## src/rtl/sw_reg_pkg.sv

```systemverilog
// Shared register map and field positions for the sw_reg Wishbone slaves.
package sw_reg_pkg;

    // Register select, taken from byte offset bits [3:2]
    localparam logic [1:0] REG_DATA   = 2'd0;
    localparam logic [1:0] REG_STATUS = 2'd1;
    localparam logic [1:0] REG_CTRL   = 2'd2;

    // STATUS fields
    localparam int unsigned STATUS_NEW_BIT   = 0;
    localparam int unsigned STATUS_OVF_BIT   = 1;
    localparam int unsigned STATUS_COUNT_LSB = 16;

    // CTRL fields
    localparam int unsigned CTRL_CAPTURE_EN_BIT = 0;
    localparam int unsigned CTRL_INT_EN_BIT     = 1;
    localparam int unsigned CTRL_FREEZE_BIT     = 2;

    localparam int unsigned COUNT_WIDTH = 16;

endpackage

```

## src/rtl/wbs_ack_gen.sv

```systemverilog
// Wishbone slave address decode with a registered single-cycle ack.
// xfer_o marks the one cycle per transfer in which register side effects apply;
// a held strobe gets an ack every other cycle.
module wbs_ack_gen #(
    parameter logic [31:0] DEV_BASE_ADDR  = 32'h0,
    parameter logic [31:0] DEV_HIGH_ADDR  = 32'h0F,
    parameter int unsigned BUS_ADDR_WIDTH = 8
) (
    input  logic                      clk_i,
    input  logic                      rst_i,
    input  logic                      wbs_cyc_i,
    input  logic                      wbs_stb_i,
    input  logic [BUS_ADDR_WIDTH-1:0] wbs_adr_i,
    output logic                      ack_o,
    output logic                      xfer_o,
    output logic [1:0]                reg_sel_o
);

    localparam logic [31:0] Span = DEV_HIGH_ADDR - DEV_BASE_ADDR;

    logic [31:0] adr_ext;
    logic [31:0] offset;
    logic        hit;
    logic        ack_q;
    logic        unused_offset;

    // An address below the base wraps to a huge offset, so one compare covers both bounds
    assign adr_ext       = 32'(wbs_adr_i);
    assign offset        = adr_ext - DEV_BASE_ADDR;
    assign hit           = wbs_cyc_i & wbs_stb_i & (offset <= Span);
    assign xfer_o        = hit & ~ack_q;
    assign ack_o         = ack_q;
    assign reg_sel_o     = offset[3:2];
    assign unused_offset = ^{offset[31:4], offset[1:0]};

    // Ack follows a fresh hit by one cycle, then drops for one cycle
    always_ff @(posedge clk_i or posedge rst_i) begin
        if (rst_i) begin
            ack_q <= 1'b0;
        end else begin
            ack_q <= xfer_o;
        end
    end

endmodule

```

## src/rtl/sw_reg_rd.sv

```systemverilog
// Fabric-to-software status register: captures a fabric word and exposes it,
// with new/overflow flags, a capture counter, freeze and interrupt, over Wishbone.
module sw_reg_rd
    import sw_reg_pkg::*;
#(
    parameter logic [31:0] DEV_BASE_ADDR  = 32'h0,
    parameter logic [31:0] DEV_HIGH_ADDR  = 32'h0F,
    parameter int unsigned BUS_DATA_WIDTH = 32,
    parameter int unsigned BUS_ADDR_WIDTH = 8,
    parameter int unsigned BYTE_EN_WIDTH  = BUS_DATA_WIDTH / 8
) (
    input  logic                      wb_clk_i,
    input  logic                      wb_rst_i,
    input  logic                      wbs_cyc_i,
    input  logic                      wbs_stb_i,
    input  logic                      wbs_we_i,
    input  logic [BYTE_EN_WIDTH-1:0]  wbs_sel_i,
    input  logic [BUS_ADDR_WIDTH-1:0] wbs_adr_i,
    input  logic [BUS_DATA_WIDTH-1:0] wbs_dat_i,
    output logic [BUS_DATA_WIDTH-1:0] wbs_dat_o,
    output logic                      wbs_ack_o,
    output logic                      wbs_int_o,
    input  logic [BUS_DATA_WIDTH-1:0] fabric_data_i,
    input  logic                      fabric_valid_i
);

    logic                      xfer;
    logic [1:0]                reg_sel;
    logic                      rd, wr, capture, status_wr, ctrl_wr, clr_new, clr_ovf;
    logic [BUS_DATA_WIDTH-1:0] rdata;
    logic [63:0]               status_word, ctrl_word;
    logic                      unused_bus;

    logic [BUS_DATA_WIDTH-1:0] data_q, data_d, dat_q, dat_d;
    logic [COUNT_WIDTH-1:0]    count_q, count_d;
    logic                      new_q, new_d, ovf_q, ovf_d;
    logic                      cap_en_q, cap_en_d, int_en_q, int_en_d, freeze_q, freeze_d;
    logic                      int_q, int_d;

    wbs_ack_gen #(
        .DEV_BASE_ADDR  (DEV_BASE_ADDR),
        .DEV_HIGH_ADDR  (DEV_HIGH_ADDR),
        .BUS_ADDR_WIDTH (BUS_ADDR_WIDTH)
    ) u_ack_gen (
        .clk_i     (wb_clk_i),
        .rst_i     (wb_rst_i),
        .wbs_cyc_i (wbs_cyc_i),
        .wbs_stb_i (wbs_stb_i),
        .wbs_adr_i (wbs_adr_i),
        .ack_o     (wbs_ack_o),
        .xfer_o    (xfer),
        .reg_sel_o (reg_sel)
    );

    assign rd         = xfer & ~wbs_we_i;
    assign wr         = xfer & wbs_we_i;
    assign capture    = fabric_valid_i & cap_en_q & ~freeze_q;
    assign status_wr  = wr & (reg_sel == REG_STATUS) & wbs_sel_i[0];
    assign ctrl_wr    = wr & (reg_sel == REG_CTRL) & wbs_sel_i[0];
    assign clr_new    = (rd & (reg_sel == REG_DATA)) | (status_wr & wbs_dat_i[STATUS_NEW_BIT]);
    assign clr_ovf    = status_wr & wbs_dat_i[STATUS_OVF_BIT];
    assign unused_bus = ^{wbs_sel_i, wbs_dat_i};

    assign wbs_dat_o = dat_q;
    assign wbs_int_o = int_q;

    // Read mux; words are built 64 bits wide and truncated to the bus width
    always_comb begin
        status_word = '0;
        status_word[STATUS_NEW_BIT] = new_q;
        status_word[STATUS_OVF_BIT] = ovf_q;
        status_word[STATUS_COUNT_LSB +: COUNT_WIDTH] = count_q;
        ctrl_word = '0;
        ctrl_word[CTRL_CAPTURE_EN_BIT] = cap_en_q;
        ctrl_word[CTRL_INT_EN_BIT]     = int_en_q;
        ctrl_word[CTRL_FREEZE_BIT]     = freeze_q;
        rdata = '0;
        unique case (reg_sel)
            REG_DATA:   rdata = data_q;
            REG_STATUS: rdata = status_word[BUS_DATA_WIDTH-1:0];
            REG_CTRL:   rdata = ctrl_word[BUS_DATA_WIDTH-1:0];
            default:    rdata = '0;
        endcase
    end

    // Next state: capture sets win over software clears arriving on the same edge
    always_comb begin
        data_d   = data_q;
        count_d  = count_q;
        new_d    = new_q;
        ovf_d    = ovf_q;
        cap_en_d = cap_en_q;
        int_en_d = int_en_q;
        freeze_d = freeze_q;
        if (clr_new) new_d = 1'b0;
        if (clr_ovf) ovf_d = 1'b0;
        if (capture) begin
            data_d  = fabric_data_i;
            count_d = count_q + COUNT_WIDTH'(1);
            new_d   = 1'b1;
            if (new_q & ~clr_new) ovf_d = 1'b1;
        end
        if (ctrl_wr) begin
            cap_en_d = wbs_dat_i[CTRL_CAPTURE_EN_BIT];
            int_en_d = wbs_dat_i[CTRL_INT_EN_BIT];
            freeze_d = wbs_dat_i[CTRL_FREEZE_BIT];
        end
        dat_d = rd ? rdata : '0;
        int_d = int_en_q & (new_q | ovf_q);
    end

    // State registers
    always_ff @(posedge wb_clk_i or posedge wb_rst_i) begin
        if (wb_rst_i) begin
            data_q   <= '0;
            count_q  <= '0;
            new_q    <= 1'b0;
            ovf_q    <= 1'b0;
            cap_en_q <= 1'b1;
            int_en_q <= 1'b0;
            freeze_q <= 1'b0;
            dat_q    <= '0;
            int_q    <= 1'b0;
        end else begin
            data_q   <= data_d;
            count_q  <= count_d;
            new_q    <= new_d;
            ovf_q    <= ovf_d;
            cap_en_q <= cap_en_d;
            int_en_q <= int_en_d;
            freeze_q <= freeze_d;
            dat_q    <= dat_d;
            int_q    <= int_d;
        end
    end

endmodule

```

## config.mk

```make
export PLATFORM = sky130hd
export DESIGN_NAME = sw_reg_rd
export DESIGN_NICKNAME = d
export VERILOG_FILES = /design/src/rtl/sw_reg_pkg.sv /design/src/rtl/wbs_ack_gen.sv /design/src/rtl/sw_reg_rd.sv
export SDC_FILE = /design/constraint.sdc
export NUM_CORES = 1
export LEC_CHECK = 0
export CAP_MARGIN = 20
export CORE_AREA = 2 2 91 93
export DETAILED_ROUTE_END_ITERATION = 16
export DIE_AREA = 0 0 93 95
export GPL_TIMING_DRIVEN = 0
export MAX_ROUTING_LAYER = met4
export PLACE_DENSITY_LB_ADDON = 0.3
export RECOVER_POWER = 25
export SLEW_MARGIN = 20
export SYNTH_ARGS = -nofsm -noshare
export SYNTH_HDL_FRONTEND = slang
export SYNTH_SLANG_ARGS = --single-unit
```

## constraint.sdc

```tcl
create_clock -name wb_clk_i -period 3.8 [get_ports wb_clk_i]
set_input_delay 0.57 -clock wb_clk_i [delete_from_list [all_inputs] [get_ports wb_clk_i]]
set_output_delay 0.57 -clock wb_clk_i [all_outputs]
set_load 0.03 [all_outputs]
```

==> flow_metrics.tcl, run 1 <==
set metrics [dict create \
    gp_congestion 0.835 \
    tightest_slew_ps 2130 \
    leakagePower_nw 2.21 \
    yosysWarnings 0 \
    drc_errors 0 \
    period_share_pct 57.9 \
    clock-sinks 87 \
    detail-route-antenna-nets 0 \
    worstSkewPairLatency_ps 350 \
    worstPathRequired_ps 3960 \
    finish.net_count 495 \
    cts_hold_buf 0 \
    die_area_um2 8840 \
    tritoncts "built" \
    slowest_delay_ps 1220 \
    die_h_um 95 \
    cts_root_buf "clkbuf_8" \
    drive_above_1_share_pct 6.73 \
    initial_core_util_pct 43.3 \
    clk_pin_slew_worst_paths_ps 80 \
    avgSynthCellArea_um2 10.7 \
    core_um2 7930 \
    path_buf_inv 2 \
    netlist_area_um2 3430 \
    dp_hpwl_um 4950 \
    clockBufferDepth 2 \
    vdd_drop_max_mv 0.176 \
    grt_setup_unrepaired "false" \
    status "complete, but fails checks" \
    ys.flop_type "dfrtp_1" \
    drt_pass1_iterations 6 \
    path_max_fanout 49 \
    dr_total_vias 2464 \
    cp-end-kind "async pin" \
    crit_chain "dlygate4sd3_1 > clkinvlp_2" \
    grt_overflow 0 \
    syn-instance-count 320 \
    total_power_w 0.00190 \
    synth_edf_count 0 \
    grtUsageTotal_pct 17.7 \
    grt_max_degree 50 \
    antenna_found_initial 0 \
    post_cts_resize_count 0 \
    p_sw_w 0.000431 \
    wl_um 7060 \
    syn-num-nets 403 \
    final_area_um2 4600 \
    die_w_um 93 \
    period_needed_ps 2200 \
    final-setup-viol-count 0 \
    async_reset_ff_share_pct 100 \
    rows 33 \
    boundaryPins 116 \
    dpl.cell_count 506 \
    holdWs_ps 469 \
    drv_cap 1 \
    stdcell_count 521 \
    worstPathArrival_ps 2360 \
    synth_cell_type_count 33 \
    grt_first_pass_wirelength_um 11700 \
    crit_family "buffers and inverters" \
    area_growth_pct 34.0 \
    max-slew-margin-rel_pct -42.5 \
    numCtsBuffers 9 \
    timing_worst_setup_path_type "primary input to async pin" \
    ys_ff_latch 87 \
    drt_iter0_drc 83 \
    p_comb_share_pct 9.2 \
    report.final.slew_viol_count 49 \
    via_per_inst 4.73 \
    worst_path_max_delay_cell "clkinvlp_2" \
    synth-seq-area-share_pct 63.5 \
    post_cts_buffers 0 \
    detail_route.wl_per_cell_um 13.5 \
    h-tree-depth 3 \
    io_buffers 80 \
    hold_class "register to register" \
    hold_violations 0 \
    p_seq_share_pct 54.3 \
    fin_skew_ps 10.1 \
    first_global_vias 2445 \
    p_clk_share_pct 36.5 \
    switching_share_pct 22.7 \
    p_int_w 0.00147 \
    dpl_cell_area_um2 4380 \
    diodes 0 \
    violations "capacitance limit, slew limit" \
    p_per_area_nw_per_um2 414 \
    critPathLaunchType "primary input" \
    timing.fmax_mhz 454 \
]
-- synth_stat cells, drive strengths merged (3+ instances only) --
| cell | n | share of area, % |
|---|---|---|
| nand4 | 7 | 1.3 |
| xor2 | 3 | 0.77 |
| dfrtp | 86 | 63 |
| nand2 | 106 | 12 |
| xnor2 | 12 | 3.1 |
| nor2 | 27 | 3.2 |
| inv | 4 | 0.44 |
| mux2 | 3 | 0.98 |
| and2 | 11 | 2.0 |
| nand3 | 5 | 0.73 |
| clkbuf | 7 | 0.77 |
| buf | 6 | 1.2 |
| mux2i | 19 | 5.5 |
-- worst paths after layout --
check / start / to / slack (ps) / cells after the start
setup / recovery: wb_rst_i / wbs_dat_o[0] / 1600 / 2
hold / removal: data_q[12] / data_q[12] / 470 / 2
setup reg to reg: cap_en_q / count_q[15] / 1920 / 5
hold reg to reg: data_q[12] / data_q[12] / 470 / 2
max in group wb_clk_i: fabric_valid_i / count_q[15] / 1730 / 6
min in group asynchronous: wb_rst_i / wbs_dat_o[13] / 1230 / 2
-- cell type report --
class / instances / area (µm²)
timing repair buffer: 81 / 821
clock buffer: 12 / 145
inverter: 4 / 16.3
multi-input combinational: 216 / 1170
clock inverter: 3 / 67.6
buffer: 13 / 67.6
tap: 105 / 131
fill: 703 / 3330
sequential: 87 / 2180
-- per-layer routing --
| layer | GRT usage, % | share of wire (%) | wire length, µm | up-vias |
|---|---|---|---|---|
| met5 | - | 0 | 0 | - |
| met4 | 9.19 | 2.7 | 192 | 0 |
| met3 | 3.35 | 4.1 | 290 | 14 |
| met2 | 27.4 | 47 | 3310 | 56 |
| met1 | 22.4 | 46 | 3270 | 1188 |
| li1 | - | - | - | 1206 |
-- power groups by stage --
stage / Clock (W) / Sequential [W] / Combinational, W
6_report: 0.000695 / 0.00103 / 0.000175
5_1_grt: 0.000738 / 0.00104 / 0.000199
4_1_cts: 0.000706 / 0.00103 / 0.000178
3_5_place_dp: 0 / 0.00105 / 0.000176
3_3_place_gp: 0 / 0.00105 / 0.000169
2_1_floorplan: 0 / 0.00104 / 0.0000998
-- cell families (layout without fill, tap and decap cells) --
logic type | count (synthesis) | count (layout) | share of synthesized area, %
simple gates | 171 | 171 | 22.0
compound gates | 7 | 7 | 1.31
xor+xnor | 15 | 15 | 3.83
buf+inv | 17 | 113 | 2.41
fa+ha+maj | 1 | 1 | 0.365
mux | 22 | 22 | 6.53
flops | 87 | 87 | 63.5
-- sequential cells by signal, summed over array words and instances, names as in the netlist --
| signal | cells |
|---|---|
| cap_en_q | 1 |
| count_q | 16 |
| data_q | 32 |
| freeze_q | 1 |
| int_en_q | 1 |
| new_q | 1 |
| ovf_q | 1 |
| u_ack_gen.ack_o | 1 |
| wbs_dat_o | 32 |
| wbs_int_o | 1 |
-- cells in the final DEF, fill, tap and decap left out, types with 2 or more instances in the layout --
cell type        count
nand2_1            106
dfrtp_1             86
clkdlybuf4s50_1     79
nor2_1              26
mux2i_1             19
xnor2_1             12
and2_1              11
clkbuf_8            10
clkbuf_1             9
nand4_1              7
nand3_1              5
xor2_1               3
inv_1                3
buf_2                3
mux2_2               3
nand3b_1             2
or2_2                2
nor3_1               2
buf_6                2
nor3b_1              2
a21oi_1              2
o21a_1               2
o31ai_1              2
bufinv_16            2
-- through the flow --
step                TNS [ps]  setup slack [ps]  util [%]
floorplan                  0               981         -
global placement      -26120              -307      55.0
detailed placement         0              1370      55.3
CTS                        0              1740      58.0
global route               0              1150      58.0
finish                     0              1600      58.0
Power figures use the tool's default switching activity.
==> inputs of run 2 (changes only) <==
==> constraint.sdc (replaced) <==
create_clock -name wb_clk_i -period 2.1 [get_ports wb_clk_i]
set_input_delay 0.315 -clock wb_clk_i [delete_from_list [all_inputs] [get_ports wb_clk_i]]
set_output_delay 0.315 -clock wb_clk_i [all_outputs]
set_load 0.03 [all_outputs]
==> run 2 against run 1 <==
Net effect:
- first-iteration DRC count grew 27%
- the flow now finishes without violations
- clock skew decreased by 3.3 ps
- combinational power grew 83%
- setup slack worse by 1300 ps
- critical path depth up 3
- critical path type is now register to register
- largest power group unchanged
- die area is the same
==> flow_metrics.tcl, run 2 (same netlist as run 1, synthesis figures left out) <==
set metrics [dict create \
    status "finished, final reports clean" \
    stdcell_count 524 \
    io_buffers 80 \
    tightest_slew_ps 783 \
    fin_skew_ps 6.80 \
    finish.net_count 497 \
    post_cts_buffers 0 \
    crit_chain "nand3b_1 > clkbuf_1 > nor3_1 > nand4_1 > xnor2_1" \
    detail-route-antenna-nets 0 \
    p_int_w 0.00263 \
    area_growth_pct 34.4 \
    grt_setup_unrepaired "false" \
    path_max_fanout 10 \
    detail_route.wl_per_cell_um 13.4 \
    leakagePower_nw 2.22 \
    via_per_inst 4.74 \
    initial_core_util_pct 43.3 \
    die_h_um 95 \
    vdd_drop_max_mv 0.483 \
    period_needed_ps 1840 \
    rows 33 \
    wl_um 7010 \
    critPathLaunchType "register" \
    min_from "wbs_adr_i[2]" \
    clockBufferDepth 2 \
    clock-sinks 87 \
    die_area_um2 8840 \
    diodes 0 \
    drc_errors 0 \
    post_cts_resize_count 0 \
    grt_max_degree 34 \
    drt_iter0_drc 105 \
    antenna_found_initial 0 \
    p_sw_w 0.000801 \
    grt_overflow 0 \
    hold_class "primary input to register" \
    r2r-end "count_q[15]" \
    numCtsBuffers 9 \
    worstPathArrival_ps 2080 \
    grtUsageTotal_pct 17.6 \
    dr_total_vias 2484 \
    cts_root_buf "clkbuf_8" \
    hold_violations 0 \
    p_seq_share_pct 54.4 \
    dpl.cell_count 508 \
    max-slew-margin-rel_pct 47.8 \
    final_core_util_pct 58.1 \
    worst_path_max_delay_cell "dfstp_2" \
    cp-end-kind "register" \
    h-tree-depth 3 \
    p_per_area_nw_per_um2 744 \
    layout.cells.most_common_list "nand2_1 (106), dfrtp_1 (86), clkdlybuf4s50_1 (79)" \
    drive_above_1_share_pct 7.64 \
    drt_pass1_iterations 6 \
    mostFrequentLayoutCell "nand2_1" \
    tritoncts "built" \
    whs_path_depth 3 \
    gp_congestion 0.825 \
    reg2reg_setup_slack_ps 260 \
    worstPathRequired_ps 2340 \
    period_share_pct 87.4 \
    timing_worst_setup_path_type "register to register" \
    worstSkewPairLatency_ps 350 \
    drv_cap 0 \
    reg2regPathDepth 5 \
    grt_first_pass_wirelength_um 11500 \
    slowest_delay_ps 560 \
    p_clk_share_pct 36.2 \
    cts_hold_buf 0 \
    clk_pin_slew_worst_paths_ps 80 \
    final-setup-viol-count 0 \
    timing.fmax_mhz 545 \
    min_to "wbs_dat_o[3]" \
    first_global_vias 2447 \
    die_w_um 93 \
    dp_hpwl_um 4970 \
    holdWs_ps 401 \
    p_comb_share_pct 9.4 \
    switching_share_pct 23.4 \
    report.final.slew_viol_count 0 \
    r2r-start "cap_en_q" \
    core_um2 7930 \
    boundaryPins 116 \
]
[run 2: power by group through the flow]
| stage | sequential, W | clock (W) | combinational, W |
|---|---|---|---|
| after global routing | 0.00189 | 0.00134 | 0.000366 |
| after CTS | 0.00187 | 0.00127 | 0.000336 |
| after floorplan | 0.00188 | 0 | 0.000181 |
| final | 0.00187 | 0.00124 | 0.000321 |
| after detailed placement | 0.00190 | 0 | 0.000331 |
| after global placement | 0.00190 | 0 | 0.000307 |
[run 2: worst max-delay path by stage]
stage,from,to,slack (ps),cells after the start
floorplan,u_ack_gen.ack_o,wbs_dat_o[10],460,6
finish,cap_en_q,count_q[15],260,5
detailed placement,wbs_adr_i[7],wbs_dat_o[5],-40,7
global placement,wb_rst_i,wbs_dat_o[9],-150,2
global route,cap_en_q,count_q[13],30,5
CTS,cap_en_q,count_q[15],220,5
[run 2: through the flow]
step | total power (W) | setup TNS (ps) | instance area [µm²] | setup slack, ps
3_3_place_gp | 0.00220 | -12430 | 4370 | -148
4_1_cts | 0.00347 | 0 | 4650 | 224
3_5_place_dp | 0.00223 | -457 | 4430 | -39.0
6_report | 0.00343 | 0 | 4610 | 264
5_1_grt | 0.00359 | 0 | 4610 | 28.9
2_1_floorplan | 0.00206 | 0 | 3430 | 461
[run 2: final cells by class]
class                           instances  area [µm²]
Buffer                                 13        67.6
Multi-Input combinational cell        216        1170
Timing Repair Buffer                   83         831
Tap cell                              105         131
Fill cell                             726        3320
Sequential cell                        87        2180
Inverter                                4        18.8
Clock buffer                           10         128
Clock inverter                          6        85.1
[run 2: layer usage]
metal | track usage (%) | share of wire [%] | vias up
met5 | - | 0 | -
met4 | 6.62 | 1.8 | 0
met3 | 3.27 | 4.7 | 9
met2 | 28.8 | 49 | 60
met1 | 22.0 | 45 | 1201
li1 | - | - | 1214
[run 2: worst max-delay path: cells and delay by family (launching register included)]
kind / cells / cell delay (ps)
simple gates: 3 / 720
flops: 1 / 560
buf+inv: 1 / 310
xor+xnor: 1 / 150
==> inputs of run 3 (changes only) <==
--- a/config.mk
+++ b/config.mk
@@ -6,9 +6,9 @@
 export NUM_CORES = 1
 export LEC_CHECK = 0
 export CAP_MARGIN = 20
-export CORE_AREA = 2 2 91 93
+export CORE_AREA = 10 10 99 101
 export DETAILED_ROUTE_END_ITERATION = 16
-export DIE_AREA = 0 0 93 95
+export DIE_AREA = 0 0 109 111
 export GPL_TIMING_DRIVEN = 0
 export MAX_ROUTING_LAYER = met4
 export PLACE_DENSITY_LB_ADDON = 0.3
==> run 3 against run 2 <==
Net effect:
- cell count is the same
- clock power decreased by 11%
- sequential power hardly changed
- global-route usage down 4.1 points
- total power is 4.3% lower
- largest cell class unchanged
- first-iteration DRC count down 13%
- worst hold slack worse by 3.4 ps
- critical path depth unchanged
- via count decreased by 1.1%
- fmax is 1.4% higher
- critical path type unchanged
- routed wire length up 9.0%
- sequential share of layout area up 0.22 points
==> flow_metrics.tcl, run 3 (same netlist as run 1, synthesis figures left out) <==
set metrics [dict create \
    detail_route.wl_per_cell_um 14.6 \
    die_h_um 111 \
    period_needed_ps 1810 \
    timing.fmax_mhz 552 \
    drive_above_1_share_pct 7.88 \
    final_core_util_pct 57.6 \
    path_buf_inv 1 \
    cts_root_buf "clkbuf_8" \
    register_area_um2 2180 \
    clock-sinks 87 \
    clockBufferDepth 2 \
    critPathLaunchType "register" \
    core_um2 7970 \
    worst_path_max_delay_cell "dfstp_2" \
    dpl_cell_area_um2 4430 \
    hold_violations 0 \
    drv_cap 0 \
    status "finished, final reports clean" \
    dpl_worst_slack_ps -37.7 \
    diodes 0 \
    post_cts_buffers 0 \
    fin_skew_ps 6.51 \
    boundaryPins 116 \
    die_area_um2 12100 \
    p_per_area_nw_per_um2 715 \
    via_per_inst 4.69 \
    tritoncts "built" \
    cp-end-kind "register" \
    grt_overflow 0 \
    report.final.slew_viol_count 0 \
    io_buffers 80 \
    clk_pin_slew_worst_paths_ps 80 \
    worstSkewPairLatency_ps 350 \
    area_growth_pct 33.7 \
    post_cts_resize_count 0 \
    worstPathArrival_ps 2050 \
    tightest_slew_ps 717 \
    rows 33 \
    final_area_um2 4590 \
    die_w_um 109 \
    max-slew-margin-rel_pct 52.2 \
    wl_um 7640 \
    first_global_vias 2545 \
    finish.net_count 497 \
    dp_hpwl_um 5650 \
    dr_total_vias 2456 \
    period_share_pct 86.2 \
    multi_input_area_um2 1170 \
    worstPathRequired_ps 2340 \
    setup_ws_ps 290 \
    grt_setup_unrepaired "false" \
    final-setup-viol-count 0 \
    crit_chain "nand3b_1 > clkbuf_1 > nor3_1 > nand4_1 > xnor2_1" \
    grt_max_degree 28 \
    antenna_found_initial 0 \
    mostFrequentLayoutCell "nand2_1" \
    gp_congestion 0.842 \
    hold_class "primary input to register" \
    drt_pass1_iterations 4 \
    h-tree-depth 3 \
    vdd_drop_max_mv 0.317 \
    holdWs_ps 398 \
    layout.cells.most_common_list "nand2_1 (106), dfrtp_1 (86), clkdlybuf4s50_1 (79)" \
    nFillCells 695 \
    numCtsBuffers 9 \
    crit_family "simple AND/OR/NAND/NOR gates" \
    path_max_fanout 10 \
    initial_core_util_pct 43.0 \
    leakagePower_nw 2.22 \
    grt_first_pass_wirelength_um 12600 \
    detail-route-antenna-nets 0 \
    cts_hold_buf 0 \
    timing_worst_setup_path_type "register to register" \
    finalSetupTns_ps 0 \
    drt_iter0_drc 91 \
    grtUsageTotal_pct 13.5 \
    slowest_delay_ps 560 \
    drc_errors 0 \
]
==> run 3: worst paths after layout <==
check | startpoint | endpoint | slack (ps) | cells past startpoint
hold reg to reg | data_q[3] | data_q[3] | 470 | 2
min in group asynchronous | wb_rst_i | wbs_dat_o[28] | 470 | 2
hold / removal | wbs_adr_i[2] | wbs_dat_o[3] | 400 | 3
setup / recovery | cap_en_q | count_q[15] | 290 | 5
setup reg to reg | cap_en_q | count_q[15] | 290 | 5
max in group asynchronous | wb_rst_i | cap_en_q | 460 | 4
==> run 3: worst reg2reg max path: stages, from the launching register on <==
cell and delay (ps):
dfstp_2 560, nand3b_1 150, clkbuf_1 310, nor3_1 370, nand4_1 160, xnor2_1 150
==> run 3: where the power goes <==
part	total [W]	switching, W	internal, W
Combinational	0.000318	0.000150	0.000168
Sequential	0.00187	0.0000696	0.00180
Clock	0.00110	0.000545	0.000554
Total	0.00328	0.000765	0.00252
==> run 3: layer usage <==
metal | track usage [%] | share of wire, %
met3 | 3.90 | 5.7
met2 | 20.2 | 48
met4 | 5.98 | 1.6
met5 | - | 0
met1 | 16.7 | 45
==> run 3: cell type report <==
cell class / instances / share of cell area (%)
clock inverter: 3 / 0.327
clock buffer: 13 / 3.90
tap: 105 / 2.86
inverter: 4 / 0.355
sequential: 87 / 47.5
timing repair buffer: 83 / 18.1
multi-input combinational: 216 / 25.5
buffer: 13 / 1.47
==> run 3: through the flow <==
stage	power (W)	std cells
CTS	0.00333	524
floorplan	0.00206	320
finish	0.00328	524
detailed placement	0.00223	508
global placement	0.00220	505
global route	0.00346	524
